### config.mk
export PLATFORM = sky130hd
export DESIGN_NAME = pin_entry_ctrl
export DESIGN_NICKNAME = d
export VERILOG_FILES = /design/src/rtl/pin_entry_ctrl.sv
export SDC_FILE = /design/constraint.sdc
export NUM_CORES = 1
export LEC_CHECK = 0
export CAP_MARGIN = 15
export CORE_MARGIN = 3
export CORE_UTILIZATION = 55
export DETAILED_ROUTE_END_ITERATION = 8
export GPL_ROUTABILITY_DRIVEN = 0
export PLACE_DENSITY = 0.8
export SLEW_MARGIN = 20
export SYNTH_ARGS = -nofsm -noshare
export SYNTH_HDL_FRONTEND = slang
export SYNTH_SLANG_ARGS = --single-unit
### constraint.sdc
create_clock -name clk -period 3.6 [get_ports clk]
set_clock_uncertainty 0.05 [all_clocks]
set_input_delay 0.36 -clock clk [delete_from_list [all_inputs] [get_ports clk]]
set_output_delay 0.36 -clock clk [all_outputs]
set_load 0.02 [all_outputs]
### src/rtl/pin_entry_ctrl.sv
// pin_entry_ctrl
//   Initiator side of the account authentication interface. It latches the
//   card's account number and collects keypad PIN digits into a binary value.
//   It then presents account number and PIN to the authenticator, samples the
//   verdict, and handles retries, lockout and the idle timeout in ENTRY.
//
// Ports
//   clk, rst_n                 clock (rising edge), async active-low reset
//   card_insert, card_acc_num  card-reader pulse and account number
//   digit_valid, digit         keypad digit strobe and BCD digit (10-15 ignored)
//   enter_key, clear_key,
//   cancel_key                 keypad strobes
//   auth_found, auth_index     authenticator verdict and account index
//   acc_num_out, pin_out,
//   auth_req                   request presented to the authenticator
//   granted, acc_index_out     session authenticated, latched account index
//   denied, locked, eject      failed-attempt pulse, lockout level, eject pulse
//   digit_count, tries_left    entry progress and remaining attempts
module pin_entry_ctrl #(
   parameter int PIN_DIGITS     = 4,
   parameter int MAX_TRIES      = 3,
   parameter int AUTH_WAIT      = 1,
   parameter int LOCK_CYCLES    = 16,
   parameter int TIMEOUT_CYCLES = 1000
) (
   input  logic        clk,
   input  logic        rst_n,
   input  logic        card_insert,
   input  logic [3:0]  card_acc_num,
   input  logic        digit_valid,
   input  logic [3:0]  digit,
   input  logic        enter_key,
   input  logic        clear_key,
   input  logic        cancel_key,
   input  logic        auth_found,
   input  logic [3:0]  auth_index,
   output logic [3:0]  acc_num_out,
   output logic [15:0] pin_out,
   output logic        auth_req,
   output logic        granted,
   output logic [3:0]  acc_index_out,
   output logic        denied,
   output logic        locked,
   output logic        eject,
   output logic [2:0]  digit_count,
   output logic [1:0]  tries_left
);

   localparam logic [2:0] S_IDLE    = 3'd0;
   localparam logic [2:0] S_ENTRY   = 3'd1;
   localparam logic [2:0] S_SUBMIT  = 3'd2;
   localparam logic [2:0] S_GRANTED = 3'd3;
   localparam logic [2:0] S_LOCKED  = 3'd4;

   localparam int WW = (AUTH_WAIT      > 1) ? $clog2(AUTH_WAIT + 1)      : 1;
   localparam int LW = (LOCK_CYCLES    > 1) ? $clog2(LOCK_CYCLES + 1)    : 1;
   localparam int TW = (TIMEOUT_CYCLES > 1) ? $clog2(TIMEOUT_CYCLES + 1) : 1;

   localparam logic [2:0]    PIN_N     = 3'(PIN_DIGITS);
   localparam logic [1:0]    TRIES_N   = 2'(MAX_TRIES);
   localparam logic [WW-1:0] WAIT_LAST = WW'(AUTH_WAIT - 1);
   localparam logic [LW-1:0] LOCK_LAST = LW'(LOCK_CYCLES - 1);
   localparam logic [TW-1:0] TOUT_LAST = TW'(TIMEOUT_CYCLES - 1);

   logic [2:0]    state_q,  state_d;
   logic [15:0]   acc_q,    acc_d;
   logic [2:0]    cnt_q,    cnt_d;
   logic [1:0]    tries_q,  tries_d;
   logic [3:0]    accn_q,   accn_d;
   logic [3:0]    idx_q,    idx_d;
   logic [WW-1:0] wait_q,   wait_d;
   logic [LW-1:0] lock_q,   lock_d;
   logic [TW-1:0] idle_q,   idle_d;
   logic          denied_q, denied_d;
   logic          eject_q,  eject_d;
   logic          any_key;

   // Any strobe, whether it acts or is ignored, counts as user activity.
   assign any_key = digit_valid | enter_key | clear_key | cancel_key;

   always_comb begin
      state_d  = state_q;
      acc_d    = acc_q;
      cnt_d    = cnt_q;
      tries_d  = tries_q;
      accn_d   = accn_q;
      idx_d    = idx_q;
      wait_d   = wait_q;
      lock_d   = lock_q;
      idle_d   = idle_q;
      denied_d = 1'b0;
      eject_d  = 1'b0;
      case (state_q)
         S_IDLE: begin
            if (card_insert) begin
               accn_d  = card_acc_num;
               acc_d   = '0;
               cnt_d   = '0;
               tries_d = TRIES_N;
               idle_d  = '0;
               state_d = S_ENTRY;
            end
         end
         S_ENTRY: begin
            // Strict priority: only the highest-priority strobe acts.
            if (cancel_key) begin
               state_d = S_IDLE;
               acc_d   = '0;
               cnt_d   = '0;
               idx_d   = '0;
            end else if (enter_key) begin
               if (cnt_q == PIN_N) begin
                  state_d = S_SUBMIT;
                  wait_d  = '0;
               end
            end else if (clear_key) begin
               acc_d = '0;
               cnt_d = '0;
            end else if (digit_valid) begin
               if (digit <= 4'd9 && cnt_q < PIN_N) begin
                  acc_d = acc_q * 16'd10 + {12'd0, digit};
                  cnt_d = cnt_q + 3'd1;
               end
            end
            // A key in the same cycle pre-empts the timeout.
            if (any_key) begin
               idle_d = '0;
            end else if (idle_q == TOUT_LAST) begin
               eject_d = 1'b1;
               state_d = S_IDLE;
               acc_d   = '0;
               cnt_d   = '0;
               idx_d   = '0;
            end else begin
               idle_d = idle_q + TW'(1);
            end
         end
         S_SUBMIT: begin
            if (wait_q == WAIT_LAST) begin
               if (auth_found) begin
                  state_d = S_GRANTED;
                  idx_d   = auth_index;
               end else begin
                  acc_d = '0;
                  cnt_d = '0;
                  if (tries_q > 2'd1) begin
                     tries_d  = tries_q - 2'd1;
                     denied_d = 1'b1;
                     idle_d   = '0;
                     state_d  = S_ENTRY;
                  end else begin
                     tries_d = '0;
                     lock_d  = '0;
                     state_d = S_LOCKED;
                  end
               end
            end else begin
               wait_d = wait_q + WW'(1);
            end
         end
         S_GRANTED: begin
            if (cancel_key) begin
               state_d = S_IDLE;
               acc_d   = '0;
               cnt_d   = '0;
               idx_d   = '0;
            end
         end
         S_LOCKED: begin
            if (lock_q == LOCK_LAST) begin
               eject_d = 1'b1;
               state_d = S_IDLE;
               acc_d   = '0;
               cnt_d   = '0;
               idx_d   = '0;
            end else begin
               lock_d = lock_q + LW'(1);
            end
         end
         default: state_d = S_IDLE;
      endcase
   end

   always_ff @(posedge clk or negedge rst_n) begin
      if (!rst_n) begin
         state_q  <= S_IDLE;
         acc_q    <= '0;
         cnt_q    <= '0;
         tries_q  <= '0;
         accn_q   <= '0;
         idx_q    <= '0;
         wait_q   <= '0;
         lock_q   <= '0;
         idle_q   <= '0;
         denied_q <= 1'b0;
         eject_q  <= 1'b0;
      end else begin
         state_q  <= state_d;
         acc_q    <= acc_d;
         cnt_q    <= cnt_d;
         tries_q  <= tries_d;
         accn_q   <= accn_d;
         idx_q    <= idx_d;
         wait_q   <= wait_d;
         lock_q   <= lock_d;
         idle_q   <= idle_d;
         denied_q <= denied_d;
         eject_q  <= eject_d;
      end
   end

   // The PIN is only exposed while it is being submitted or has been accepted.
   assign pin_out       = (state_q == S_SUBMIT || state_q == S_GRANTED) ? acc_q : 16'd0;
   assign auth_req      = (state_q == S_SUBMIT);
   assign granted       = (state_q == S_GRANTED);
   assign locked        = (state_q == S_LOCKED);
   assign acc_num_out   = accn_q;
   assign acc_index_out = idx_q;
   assign denied        = denied_q;
   assign eject         = eject_q;
   assign digit_count   = cnt_q;
   assign tries_left    = tries_q;

endmodule

==> flow_summary_export.csv <==
group,metric,value,unit
synth,synth-main-ff-cell,"dfrtp_1",
cells_and_area,layout.nets,486,
detailed_routing,drc,0,
placement,portBuffers,53,
global_route,busiest_layer,"met2",
cells_and_area,drive_above_1_share,0.0760,
power_and_ir_drop,swShare,0.366,
cts,clock_latency,300,ps
global_route,met2_usage,0.409,
cts,clockRootBuffer,"clkbuf_8",
cts,cts_buffers,5,
detailed_routing,dr.pass1.iters,4,
synth,seq_area_frac_synth,0.344,
sta,setup_viol,0,
worst_setup_path,cpMostUsedCell,"ha_1",
worst_setup_path,critPathCapture,"acc_q[15]$_DFFE_PN0P_",
worst_setup_path,worstReg2RegEnd,"acc_q[15]$_DFFE_PN0P_",
worst_setup_path,cp.depth,10,
global_route,grt_pass1_wl,14500,um
worst_setup_path,crit_chain,"ha_1 -> ha_1 -> fa_2 -> a211oi_4 -> o21ai_2 -> a221o_1 -> nand4bb_4 -> a2111oi_4 -> xnor3_1 -> a22o_1",
worst_setup_path,r2r_start,"acc_q[1]$_DFFE_PN0P_",
synth,synth_cells,378,
worst_setup_path,worst_path_max_delay_cell,"dfrtp_2",
worst_setup_path,arrival,3540,ps
power_and_ir_drop,p_seq_frac,0.443,
worst_hold_path,hold_class,"primary input to async pin",
worst_setup_path,setup.worst_path.start_class,"flip-flop",
power_and_ir_drop,power.density,363,nW/um2
sta,tightest_slew,805,ps
power_and_ir_drop,p_sw,569,uW
worst_setup_path,cp.required,3740,ps
power_and_ir_drop,power,1.55,mW
sta,fin_setup_tns,0,ps
synth,syn-num-nets,431,
die,dieArea,7490,um2
global_route,met3_usage,0.0304,
sta,rsz0062_at_grt,"false",
synth,ys_async_sr_fraction,1.00,
cells_and_area,area_growth,20.0,%
cts,cts_buffer_depth,2,
detailed_routing,routed_via_density,6.03,
detailed_routing,vias,3071,
cells_and_area,diodes,0,
global_route,antenna_found_initial,0,
power_and_ir_drop,p_leak,1.91,nW
worst_setup_path,r2r_slack,200,ps
worst_setup_path,max_stage_delay,450,ps
sta,hold_viol,0,
detailed_routing,drt-initial-drc-count,95,
power_and_ir_drop,p_comb_frac,0.343,
die,ios,54,
sta,slew_viol_final,0,
sta,max_freq,294,MHz
global_route,grt_use_total,0.239,
synth,synth_seq_cells,49,
worst_setup_path,path_buf_inv,0,
die,rows,28,
global_route,grt_max_degree,50,
cts,hold_buffers,0,
worst_setup_path,r2r_cells,10,
cts,cts_tree,"yes",
worst_setup_path,end_kind,"flip-flop",
run_status,status,"complete, no violations",
global_route,grt_pass1_vias,3043,
synth,synth_area,3570,um2
cts,path_clk_slew,100,ps
synth,avgSynthCellArea,9.44,um2
sta,max_slew_margin,0.462,
sta,period_needed,3400,ps
worst_setup_path,critPathMaxFanout,6,
worst_setup_path,critPathLaunch,"acc_q[1]$_DFFE_PN0P_",
power_and_ir_drop,vdd_ir_drop_max,0.000229,V
synth,synth_edf_count,0,
die,die_w,86.6,um
worst_setup_path,crit_family,"compound AO/OA/AOI/OAI gates",
cts,htree_levels,2,
cts,cts.sinks,49,
detailed_routing,wl,8370,um
worst_setup_path,path_class,"flip-flop to flip-flop",
synth,ys_types,61,
detailed_routing,antenna_left,0,
die,initial_core_util,0.585,
die,die_h,86.6,um
global_route,grt-ovfl-total,0,
detailed_routing,post_drt_wl_per_cell,16.4,um
placement,dp_hpwl,6420,um
power_and_ir_drop,clkPwrFrac,0.214,
sta,finalCritPeriodShare,0.945,
global_route,grt_use_met1,0.315,
job,cap_viol_max_count,0,
power_and_ir_drop,power.internal,986,uW
die,fp.coreArea,6100,um2
synth,yosysWarningCount,0,
[how the worst min path moves through the flow]
stage | start | to | slack, ps
2_1_floorplan | rst_n | acc_index_out[0]$_DFFE_PN0P_ | 10
3_3_place_gp | acc_q[15]$_DFFE_PN0P_ | acc_q[15]$_DFFE_PN0P_ | 430
3_5_place_dp | acc_index_out[3]$_DFFE_PN0P_ | acc_index_out[3]$_DFFE_PN0P_ | 430
4_1_cts | rst_n | lock_q[2]$_DFFE_PN0P_ | 250
5_1_grt | rst_n | lock_q[4]$_DFFE_PN0P_ | 70
6_report | rst_n | lock_q[2]$_DFFE_PN0P_ | 20
[layer usage]
layer  wire length (um)  up-vias  part of all wire
li1                   -     1512                 -
met1               3660     1469              0.44
met2               4230       76              0.50
met3                335       14             0.040
met4                151        0             0.018
met5                  0        -                 0
[through the flow]
step / instance area [um2] / utilization / hold WS, ps / std cells / setup slack (ps)
after floorplan: 3570 / - / 14.4 / 378 / 316
after global placement: 4170 / 0.684 / 434 / 501 / 161
after detailed placement: 4170 / 0.684 / 434 / 501 / 14.2
after CTS: 4260 / 0.699 / 251 / 509 / 6.45
after global routing: 4280 / 0.702 / 65.4 / 509 / 68.3
final: 4280 / 0.702 / 15.4 / 509 / 199
[placed cells by master (no fill, tap or decap), types with 3 or more instances in the layout]
cell type,count
a21oi_1,24
a22o_1,15
and2_1,20
and3_1,5
buf_4,5
clkbuf_8,5
clkdlybuf4s50_1,52
dfrtp_1,48
ha_1,31
inv_1,12
mux2_2,6
mux2i_1,4
nand2_1,24
nand2b_1,5
nand3_1,12
nand4b_1,4
nor2_1,34
nor2b_1,6
nor3_1,8
nor4_1,3
o211ai_1,3
o21a_1,3
o21ai_0,24
o21bai_1,3
o31ai_1,5
or3_1,6
xnor2_1,14
xor2_1,5
[cell type report]
cell class	count	area, um2
Tap cell	75	93.8
Sequential cell	49	1230
Multi-Input combinational cell	308	2270
Clock buffer	6	72.6
Timing Repair Buffer	57	558
Inverter	12	45.0
Clock inverter	2	13.8
Fill cell	486	1810
[cells by family after synthesis]
group / Yosys count / synth area share
adders and majority gates: 33 / 0.120
DFF: 49 / 0.344
AOI/OAI and AO/OA: 108 / 0.220
xor gates and xnor gates: 20 / 0.0529
buffers and inverters: 21 / 0.0256
muxes: 10 / 0.0302
and+or+nand+nor: 137 / 0.208
[registers in the layout, summed over array words and instances (netlist names)]
register       cells
digit_count        3
lock_q             5
acc_index_out      4
acc_q             16
eject              1
acc_num_out        4
state_q            3
denied             1
tries_left         2
idle_q            10
[synth_stat cells (8+ instances only)]
master / instances / area share
dfrtp_1: 49 / 0.34
nor2_1: 34 / 0.036
ha_1: 31 / 0.11
a21oi_1: 24 / 0.034
nand2_1: 24 / 0.025
o21ai_0: 24 / 0.034
and2_1: 20 / 0.035
a22o_1: 15 / 0.037
xnor2_1: 14 / 0.034
inv_1: 12 / 0.013
nand3_1: 12 / 0.017
nor3_1: 8 / 0.011
[power by group through the flow]
stage,Combinational (mW),Sequential [mW],Clock (mW)
2_1_floorplan,0.336,0.707,0
3_3_place_gp,0.515,0.694,0
3_5_place_dp,0.530,0.701,0
4_1_cts,0.533,0.689,0.337
5_1_grt,0.598,0.703,0.360
6_report,0.533,0.689,0.333
[what timing repair did]
item                       in CTS  in global routing
setup buffers                   0                  0
hold endpoints to repair        0                  0
pin swaps                       0                  1
resized for setup               1                  5
setup endpoints to repair       1                  1
(Power assumes the default switching activity.)
